$ cat src/rtl/systolic_b_feeder_pkg.sv
// Shared TPU definitions: operand geometry and the B-feeder FSM encoding.
package systolic_b_feeder_pkg;

    localparam int unsigned DWIDTH  = 8;
    localparam int unsigned ARRAY_N = 4;

    typedef enum logic [1:0] {
        StIdle  = 2'd0,
        StRead  = 2'd1,
        StDrain = 2'd2,
        StDone  = 2'd3
    } feed_state_e;

endpackage

$ cat src/rtl/skew_shift_reg.sv
// Fixed-depth delay line with synchronous clear; used to skew one feeder lane.
module skew_shift_reg #(
    parameter int unsigned Depth = 1,
    parameter int unsigned Width = 8
) (
    input  logic             clk,
    input  logic             reset,
    input  logic [Width-1:0] d_i,
    output logic [Width-1:0] q_o
);

    logic [Width-1:0] stage_q [Depth];

    // Shift one stage per clock; reset empties the whole line.
    always_ff @(posedge clk) begin
        if (reset) begin
            for (int i = 0; i < Depth; i++) begin
                stage_q[i] <= '0;
            end
        end else begin
            stage_q[0] <= d_i;
            for (int i = 1; i < Depth; i++) begin
                stage_q[i] <= stage_q[i-1];
            end
        end
    end

    assign q_o = stage_q[Depth-1];

endmodule

$ cat src/rtl/systolic_b_feeder.sv
// Reads k_len rows of B from the operand buffer and feeds them to the top edge
// of the PE array, lane j delayed by j cycles so the wavefront lines up.
module systolic_b_feeder #(
    parameter int unsigned DWIDTH  = systolic_b_feeder_pkg::DWIDTH,
    parameter int unsigned ARRAY_N = systolic_b_feeder_pkg::ARRAY_N,
    parameter int unsigned AWIDTH  = 6,
    parameter int unsigned KWIDTH  = 5
) (
    input  logic                      clk,
    input  logic                      reset,
    input  logic                      start,
    input  logic [AWIDTH-1:0]         base_addr,
    input  logic [KWIDTH-1:0]         k_len,
    output logic                      rd_en,
    output logic [AWIDTH-1:0]         rd_addr,
    input  logic [ARRAY_N*DWIDTH-1:0] rd_data,
    output logic [ARRAY_N*DWIDTH-1:0] out_b,
    output logic [ARRAY_N-1:0]        out_valid,
    output logic                      busy,
    output logic                      done
);

    import systolic_b_feeder_pkg::*;

    // Drain lasts ARRAY_N+1 cycles: counter runs 0..ARRAY_N.
    localparam int unsigned DrainW = $clog2(ARRAY_N + 1);
    localparam logic [DrainW-1:0] DrainLast = DrainW'(ARRAY_N);

    feed_state_e         state_q;
    logic                rd_en_q;
    logic [AWIDTH-1:0]   rd_addr_q;
    logic [KWIDTH-1:0]   remain_q;
    logic [DrainW-1:0]   drain_cnt_q;
    logic                busy_q;
    logic                done_q;
    logic                rvalid_q;

    // Job sequencer: all control outputs are registered here.
    // rd_addr is deliberately left out of reset so it holds its last value.
    always_ff @(posedge clk) begin
        if (reset) begin
            state_q     <= StIdle;
            rd_en_q     <= 1'b0;
            remain_q    <= '0;
            drain_cnt_q <= '0;
            busy_q      <= 1'b0;
            done_q      <= 1'b0;
        end else begin
            unique case (state_q)
                StIdle: begin
                    if (start) begin
                        if (k_len == '0) begin
                            state_q <= StDone;
                            done_q  <= 1'b1;
                        end else begin
                            state_q   <= StRead;
                            rd_en_q   <= 1'b1;
                            rd_addr_q <= base_addr;
                            remain_q  <= k_len - KWIDTH'(1);
                            busy_q    <= 1'b1;
                        end
                    end
                end
                StRead: begin
                    if (remain_q == '0) begin
                        state_q     <= StDrain;
                        rd_en_q     <= 1'b0;
                        drain_cnt_q <= '0;
                    end else begin
                        // Natural overflow gives the modulo-2^AWIDTH wrap.
                        rd_addr_q <= rd_addr_q + AWIDTH'(1);
                        remain_q  <= remain_q - KWIDTH'(1);
                    end
                end
                StDrain: begin
                    if (drain_cnt_q == DrainLast) begin
                        state_q <= StDone;
                        busy_q  <= 1'b0;
                        done_q  <= 1'b1;
                    end else begin
                        drain_cnt_q <= drain_cnt_q + DrainW'(1);
                    end
                end
                StDone: begin
                    state_q <= StIdle;
                    done_q  <= 1'b0;
                end
                default: state_q <= StIdle;
            endcase
        end
    end

    // Marks the cycle in which rd_data answers one of our reads; reset drops
    // any read still in flight.
    always_ff @(posedge clk) begin
        if (reset) begin
            rvalid_q <= 1'b0;
        end else begin
            rvalid_q <= rd_en_q;
        end
    end

    // Each lane carries {valid, data}; the first stage is the rd_data capture,
    // so lane j sees depth j+1. Data is zeroed when not valid.
    for (genvar j = 0; j < ARRAY_N; j++) begin : g_lane
        logic [DWIDTH:0] lane_in;
        logic [DWIDTH:0] lane_out;

        assign lane_in = rvalid_q ? {1'b1, rd_data[j*DWIDTH +: DWIDTH]} : '0;

        skew_shift_reg #(
            .Depth (j + 1),
            .Width (DWIDTH + 1)
        ) u_skew (
            .clk   (clk),
            .reset (reset),
            .d_i   (lane_in),
            .q_o   (lane_out)
        );

        assign out_valid[j]                 = lane_out[DWIDTH];
        assign out_b[j*DWIDTH +: DWIDTH]    = lane_out[DWIDTH-1:0];
    end

    assign rd_en   = rd_en_q;
    assign rd_addr = rd_addr_q;
    assign busy    = busy_q;
    assign done    = done_q;

endmodule

$ cat config.mk
export PLATFORM = sky130hd
export DESIGN_NAME = systolic_b_feeder
export DESIGN_NICKNAME = d
export VERILOG_FILES = /design/src/rtl/systolic_b_feeder_pkg.sv /design/src/rtl/skew_shift_reg.sv /design/src/rtl/systolic_b_feeder.sv
export SDC_FILE = /design/constraint.sdc
export NUM_CORES = 1
export LEC_CHECK = 0
export BUFFER_PORTS_ARGS = -buffer_cell sky130_fd_sc_hd__buf_2
export CORE_MARGIN = 10
export CORE_UTILIZATION = 50
export CTS_CLUSTER_SIZE = 10
export DETAILED_ROUTE_END_ITERATION = 6
export PLACE_DENSITY = 0.77
export SLEW_MARGIN = 30
export SYNTH_ARGS = -nofsm -noshare
export SYNTH_HDL_FRONTEND = slang
export SYNTH_HIERARCHICAL = 1
export SYNTH_SLANG_ARGS = --single-unit
$ cat constraint.sdc
create_clock -name clk -period 2.9 [get_ports clk]
set_clock_uncertainty 0.2 [all_clocks]
set_input_delay 0.29 -clock clk [delete_from_list [all_inputs] [get_ports clk]]
set_output_delay 0.29 -clock clk [all_outputs]
set_load 0.02 [all_outputs]
; Yosys cells after proc, flatten, opt, wreduce, memory -nomap -nowiden
; Memory sizes are Yosys's and may differ from the RTL's.
; Cells that the tools add are included.
; W data, S select, Z words.
[classes]
add_sub_neg = 4
eq_ne = 11
n_mux = 44
bitwise_logic = 10
n_reduce_logical = 15
[op_table]
columns = operator, count
row1 = $mux W9, 14
row2 = $mux W6, 3
row3 = $reduce_and A4 Y1, 4
row4 = $mux W5, 3
row5 = $ne A2 B2 Y1 const B, 7
row6 = $pmux W6 S2, 1
row7 = $mux W1, 11
row8 = $logic_not A5 Y1, 2
row9 = $pmux W5 S2, 1
row10 = $sub A5 B1 Y5 const B, 2
row11 = $or A1 B1 Y1, 9
row12 = $reduce_or A9 Y1, 1
row13 = $mux W2, 4
row14 = $pmux W2 S4, 1
row15 = $add A6 B1 Y6 const B, 1
row16 = $mux W3, 2
row17 = $pmux W3 S2, 1
row18 = $reduce_and A3 Y1, 2
row19 = $reduce_bool A2 Y1, 3
row20 = $reduce_and A5 Y1, 1
row21 = $eq A2 B2 Y1 const B, 2
row22 = $pmux W1 S2, 2
row23 = $add A3 B1 Y3 const B, 1
row24 = $eq A3 B3 Y1 const B, 1
row25 = other kinds (5), 5
[totals]
reg_bits = 20
mem_bits_rw = 90
inputBits = 46
output_inout_bits = 45
wordCells = 96
n_memories = 4
[mem_list]
columns = name, words, width, rd, rd_ports_with_merged_regs, write_ports, line
row1 = g_lane[3].u_skew.stage_q, 4, 9, 4, 0, 4, skew_shift_reg.sv:12  ; logic [Width-1:0] stage_q [Depth];
row2 = g_lane[2].u_skew.stage_q, 3, 9, 3, 0, 3, skew_shift_reg.sv:12
row3 = g_lane[1].u_skew.stage_q, 2, 9, 2, 0, 2, skew_shift_reg.sv:12
row4 = g_lane[0].u_skew.stage_q, 1, 9, 1, 0, 1, skew_shift_reg.sv:12

; Logic depth before layout (Yosys ltp)
[depth]
ltp_word = 4
depth_mapped = 10
ltp_nobuf = 8

; Hierarchy
; Netlist, hierarchy kept.
[modules_own_cells]
columns = mod, n_inst, cells_per_inst, area_per_inst_um2, seq_area_each_um2
row1 = systolic_b_feeder, 1, 175, 1430.1, 460.4
row2 = skew_shift_reg at g_lane[3].u_skew, 1, 75, 994.7, 720.7
row3 = skew_shift_reg at g_lane[2].u_skew, 1, 65, 817.0, 540.5
row4 = skew_shift_reg at g_lane[1].u_skew, 1, 46, 556.8, 360.3
row5 = skew_shift_reg at g_lane[0].u_skew, 1, 18, 236.5, 180.2

; Worst setup path after synthesis
; No wires, ideal clock.
[synth_timing]
kind = register to register
start = reg state_q[1]
end = reg remain_q[4]
setup_time_ps = 130
arrival_ps = 2156
required_time_ps = 2570
slack_ps = 413
stages_incl_launch_ff = 11
path_buffers = 2
period_less_slack_ps = 2487
path_cell_list = dfxtp_1 > inv_1 > ha_1 > clkbuf_1 > buf_1 > mux2i_1 > ha_1 > nor3b_1 > xnor2_1 > a2bb2oi_1 > o22ai_1
[synth_between]
elab_chain_len = 3
word_cells_on_any_way = 8
classes_between = eq/ne (4) / mux (1) / reduce/logical (3)
[synth_rtl]
columns = element, line
row1 = from (decl), systolic_b_feeder.sv:29  ; feed_state_e state_q;
row2 = from (signal assigned), systolic_b_feeder.sv:42  ; state_q <= StIdle;
row3 = from (signal assigned), systolic_b_feeder.sv:53  ; state_q <= StDone;
row4 = from (signal assigned), systolic_b_feeder.sv:56  ; state_q <= StRead;
row5 = $eq A2 B1 Y1 / $logic_not A2 Y1 (equally long branches), systolic_b_feeder.sv:49  ; unique case (state_q)
row6 = $ne A2 B2 Y1 (no source line) / $reduce_bool A2 Y1 (equally long branches), -
row7 = $reduce_and A4 Y1 (no source line), -
row8 = to (signal assigned), systolic_b_feeder.sv:59  ; remain_q <= k_len - KWIDTH'(1);
row9 = to (signal assigned), systolic_b_feeder.sv:72  ; remain_q <= remain_q - KWIDTH'(1);
row10 = to (decl), systolic_b_feeder.sv:32  ; logic [KWIDTH-1:0] remain_q;
; Several ways; a longest one is shown, not always the timed one.
; A chain may end at the register's enable or synchronous reset.

; Worst setup path in the final report
[layout_timing]
start = reg state_q[0]
end = reg rd_addr_q[4] (netlist: rd_addr[4]) (enable)
[layout_between]
elab_chain_len = 3
word_cells_on_any_way = 7
classes_between = eq/ne (4) / reduce/logical (3)
[layout_rtl]
columns = element, line
row1 = $eq A2 B1 Y1 / $logic_not A2 Y1 (equally long branches), systolic_b_feeder.sv:49
row2 = $ne A2 B2 Y1 (no source line) / $reduce_bool A2 Y1 (equally long branches), -
row3 = $reduce_and A5 Y1 (no source line) (*), -
row4 = to (signal assigned), systolic_b_feeder.sv:58  ; rd_addr_q <= base_addr;
row5 = to (signal assigned), systolic_b_feeder.sv:71  ; rd_addr_q <= rd_addr_q + AWIDTH'(1);
row6 = to (decl), systolic_b_feeder.sv:31  ; logic [AWIDTH-1:0] rd_addr_q;
; Every way passes the cells marked *; elsewhere a longest branch is shown, timed or not.

==> impl_metrics.json <==
{
  "tritoncts_clock_tree": "built",
  "timing.reg2reg.worst_path_depth": 7,
  "avgRoutedWirePerCell_microns": 13.0,
  "dr.pass1.iters": 4,
  "dp_hpwl_microns": 5290,
  "gr-total-overflow": 0,
  "cts.path.max_buffers": 2,
  "pin_count": 91,
  "fin_setup_tns_ps": 0,
  "placementRows": 32,
  "criticalPathCategory": "flip-flop to flip-flop",
  "post-route-drc-count": 0,
  "outcome": "finished, final reports clean",
  "crit_path_max_fanout": 8,
  "worst-endpoint-required_ps": 2780,
  "cellPowerDensity_nw_per_um2": 766,
  "wp_data_arrival_ps": 2100,
  "die_y_microns": 110,
  "global_route.usage.met2": 0.197,
  "cts.repair_timing.setup_buffer_count": 0,
  "postCtsResizedCells": 0,
  "layout.cells.most_common": "sky130_fd_sc_hd__dfxtp_1",
  "portBuffers": 90,
  "busiest_layer": "met2",
  "setup_viol_count_final": 0,
  "antennaDiodeCount": 0,
  "cap_viol_max_count": 0,
  "netlist_cell_types": 41,
  "hold_viol_final": 0,
  "ys_warn_count": 6,
  "drive_above_1_share": 0.280,
  "drt-initial-drc-count": 102,
  "nFillCells": 688,
  "hold_depth": 2,
  "clk_root_buffer_cell": "sky130_fd_sc_hd__clkbuf_8",
  "detail_route.wirelength_microns": 7280,
  "maxSlewHeadroom": 0.561,
  "worstHoldPathType": "input pin to flip-flop",
  "finalNetCount": 506,
  "die_w_microns": 110,
  "timing.final.crit_period_ps": 2230,
  "synth.avg_cell_area_sq_um": 10.6,
  "final.period_utilization": 0.768,
  "clkTransAtPathRegs_ps": 110,
  "ant_nets": 0,
  "first_global_vias": 2356,
  "clock_sinks": 110,
  "grt_antenna_before_repair": 0,
  "detailroute.via_count": 2624,
  "global_route.usage.met1": 0.139,
  "synthesis.area_sq_um": 4040,
  "timing.hold.ws_ps": 33.5,
  "netlist_instances": 379,
  "worst_setup_path_start_kind": "flip-flop",
  "grt.met3_usage": 0.0269,
  "synth_sequential_area_ratio": 0.561,
  "kind_of_end_point_of_the_critical_path": "flip-flop",
  "syn2layout_area_growth_pct": 14.4,
  "core_utilization_of_the_finished_layout": 0.592,
  "cts_inserted_buffers": 9,
  "htree_num_levels": 3,
  "timing_max_transition_violations_final": 0,
  "die_area_sq_um": 12100,
  "place.gp.congestion": 0.933,
  "synth.ff_latch_count": 110,
  "leakage_nw": 2.06,
  "route.detailed.vias_per_inst": 4.69,
  "ctsHoldBuffers": 0,
  "setup_repair_after_global_routing_missed_its_margin": "false",
  "max_freq_ghz": 0.449,
  "placeable_core_region_sq_um": 7810,
  "max-vdd-ir-drop_uv": 422,
  "synth_nets": 433,
  "tightest_slew_ps": 652,
  "most-common-layout-cells": "103 x sky130_fd_sc_hd__dfxtp_1, 90 x sky130_fd_sc_hd__buf_2, 73 x sky130_fd_sc_hd__nor2b_1, 32 x sky130_fd_sc_hd__and2_1, 18 x sky130_fd_sc_hd__a21oi_1",
  "initial_core_util": 0.517,
  "maximum_number_of_pins_on_one_net_before_global_route_repair": 101,
  "grt_pass1_wl_microns": 11200,
  "worstSkewPairLatency_ps": 350,
  "total_routing_usage_reported_by_global_routing": 0.116
}
[final cells by class]
class                           instances  area, sq um  share of cell area
Timing Repair Buffer                   94          493               0.107
Multi-Input combinational cell        229         1510               0.328
Clock buffer                           10          128              0.0276
Inverter                                8         30.0             0.00650
Tap cell                              102          128              0.0276
Sequential cell                       110         2260               0.490
Clock inverter                          6         62.6              0.0135
[sequential cells by signal, indices dropped and copies added (netlist names)]
name and cells:
state_q 2, rd_en 1, rd_addr 6, g_lane.u_skew/stage_q 90
drain_cnt_q 3, done 1, rvalid_q 1, busy 1
remain_q 5
[cells by family (layout without fill, tap and decap cells)]
family / after synthesis / after routing / synth area share
buffers and inverters: 40 / 118 / 0.0642
DFF: 110 / 110 / 0.561
AOI/OAI and AO/OA: 50 / 50 / 0.0797
adders and majority gates: 8 / 8 / 0.0248
xor gates and xnor gates: 6 / 6 / 0.0130
and+or+nand+nor: 161 / 161 / 0.247
muxes: 4 / 4 / 0.0105
[path summary, 6_finish.rpt]
| check | from | to | slack [ps] |
|---|---|---|---|
| max reg2reg | state_q[0] | rd_addr[4] | 670 |
| max | state_q[0] | rd_addr[4] | 670 |
| min reg2reg | g_lane[1].u_skew/stage_q[0][5] | g_lane[1].u_skew/stage_q[0][14] | 230 |
| min | base_addr[1] | rd_addr[1] | 30 |
[through the flow]
step / instance area (sq um) / setup WS (ps) / instances / power [mW]
detailed placement: 4430 / 707 / 543 / 2.69
CTS: 4620 / 698 / 559 / 3.56
global route: 4620 / 537 / 559 / 3.73
global placement: 4430 / 766 / 543 / 2.66
finish: 4620 / 672 / 559 / 3.54
floorplan: 4040 / 413 / 379 / 2.45
[report_power, final]
| group | total [mW] | internal (mW) | switching [mW] |
|---|---|---|---|
| Combinational | 0.887 | 0.385 | 0.502 |
| Clock | 0.872 | 0.340 | 0.532 |
| Sequential | 1.78 | 1.67 | 0.106 |
| Total | 3.54 | 2.39 | 1.14 |
[cell usage after synthesis]
master / instances / share of area
sky130_fd_sc_hd__a311oi_1: 4 / 0.0087
sky130_fd_sc_hd__o21ai_1: 2 / 0.0025
sky130_fd_sc_hd__buf_1: 1 / 0.00093
sky130_fd_sc_hd__o22ai_1: 3 / 0.0047
sky130_fd_sc_hd__nor3_1: 2 / 0.0025
sky130_fd_sc_hd__a311o_1: 1 / 0.0025
sky130_fd_sc_hd__a2bb2oi_1: 4 / 0.0087
sky130_fd_sc_hd__ha_1: 8 / 0.025
sky130_fd_sc_hd__and2b_1: 7 / 0.013
sky130_fd_sc_hd__a31oi_1: 2 / 0.0031
sky130_fd_sc_hd__clkbuf_1: 7 / 0.0065
sky130_fd_sc_hd__mux2_2: 2 / 0.0056
sky130_fd_sc_hd__buf_6: 5 / 0.014
sky130_fd_sc_hd__mux2i_1: 2 / 0.0050
sky130_fd_sc_hd__nand3_1: 4 / 0.0050
sky130_fd_sc_hd__xnor2_1: 4 / 0.0087
sky130_fd_sc_hd__buf_4: 19 / 0.035
sky130_fd_sc_hd__edfxtp_1: 6 / 0.045
sky130_fd_sc_hd__a21boi_0: 2 / 0.0037
sky130_fd_sc_hd__o31ai_1: 3 / 0.0056
sky130_fd_sc_hd__nor3b_1: 1 / 0.0019
sky130_fd_sc_hd__or4_4: 1 / 0.0028
sky130_fd_sc_hd__nand2b_1: 2 / 0.0031
sky130_fd_sc_hd__nand2_1: 10 / 0.0093
sky130_fd_sc_hd__nand4_1: 2 / 0.0031
sky130_fd_sc_hd__xor2_1: 2 / 0.0043
sky130_fd_sc_hd__o21ai_0: 6 / 0.0074
sky130_fd_sc_hd__o22a_2: 1 / 0.0025
sky130_fd_sc_hd__or4_1: 2 / 0.0037
sky130_fd_sc_hd__a22oi_1: 1 / 0.0019
sky130_fd_sc_hd__dfxtp_1: 104 / 0.52
sky130_fd_sc_hd__inv_1: 8 / 0.0074
sky130_fd_sc_hd__a21oi_1: 18 / 0.022
sky130_fd_sc_hd__and2b_2: 13 / 0.028
sky130_fd_sc_hd__and2_1: 32 / 0.050
sky130_fd_sc_hd__nor2_1: 11 / 0.010
sky130_fd_sc_hd__o31a_2: 1 / 0.0025
sky130_fd_sc_hd__o211ai_1: 1 / 0.0019
sky130_fd_sc_hd__nor4_1: 1 / 0.0016
sky130_fd_sc_hd__nor2b_1: 73 / 0.11
sky130_fd_sc_hd__o21a_1: 1 / 0.0019
[per-layer routing]
metal,vias to the layer above,wire [microns]
met5,-,0
met4,0,85
met3,10,450
met2,63,3600
met1,1187,3140
li1,1364,-
[critical path, stage by stage (launching register included)]
cell and delay (ps):
sky130_fd_sc_hd__dfxtp_1 400, sky130_fd_sc_hd__inv_1 80, sky130_fd_sc_hd__ha_1 300, sky130_fd_sc_hd__mux2_2 270
sky130_fd_sc_hd__a21boi_0 250, sky130_fd_sc_hd__nand2_1 140, sky130_fd_sc_hd__a31oi_1 150, sky130_fd_sc_hd__buf_4 170
(Power assumes the default switching activity.)
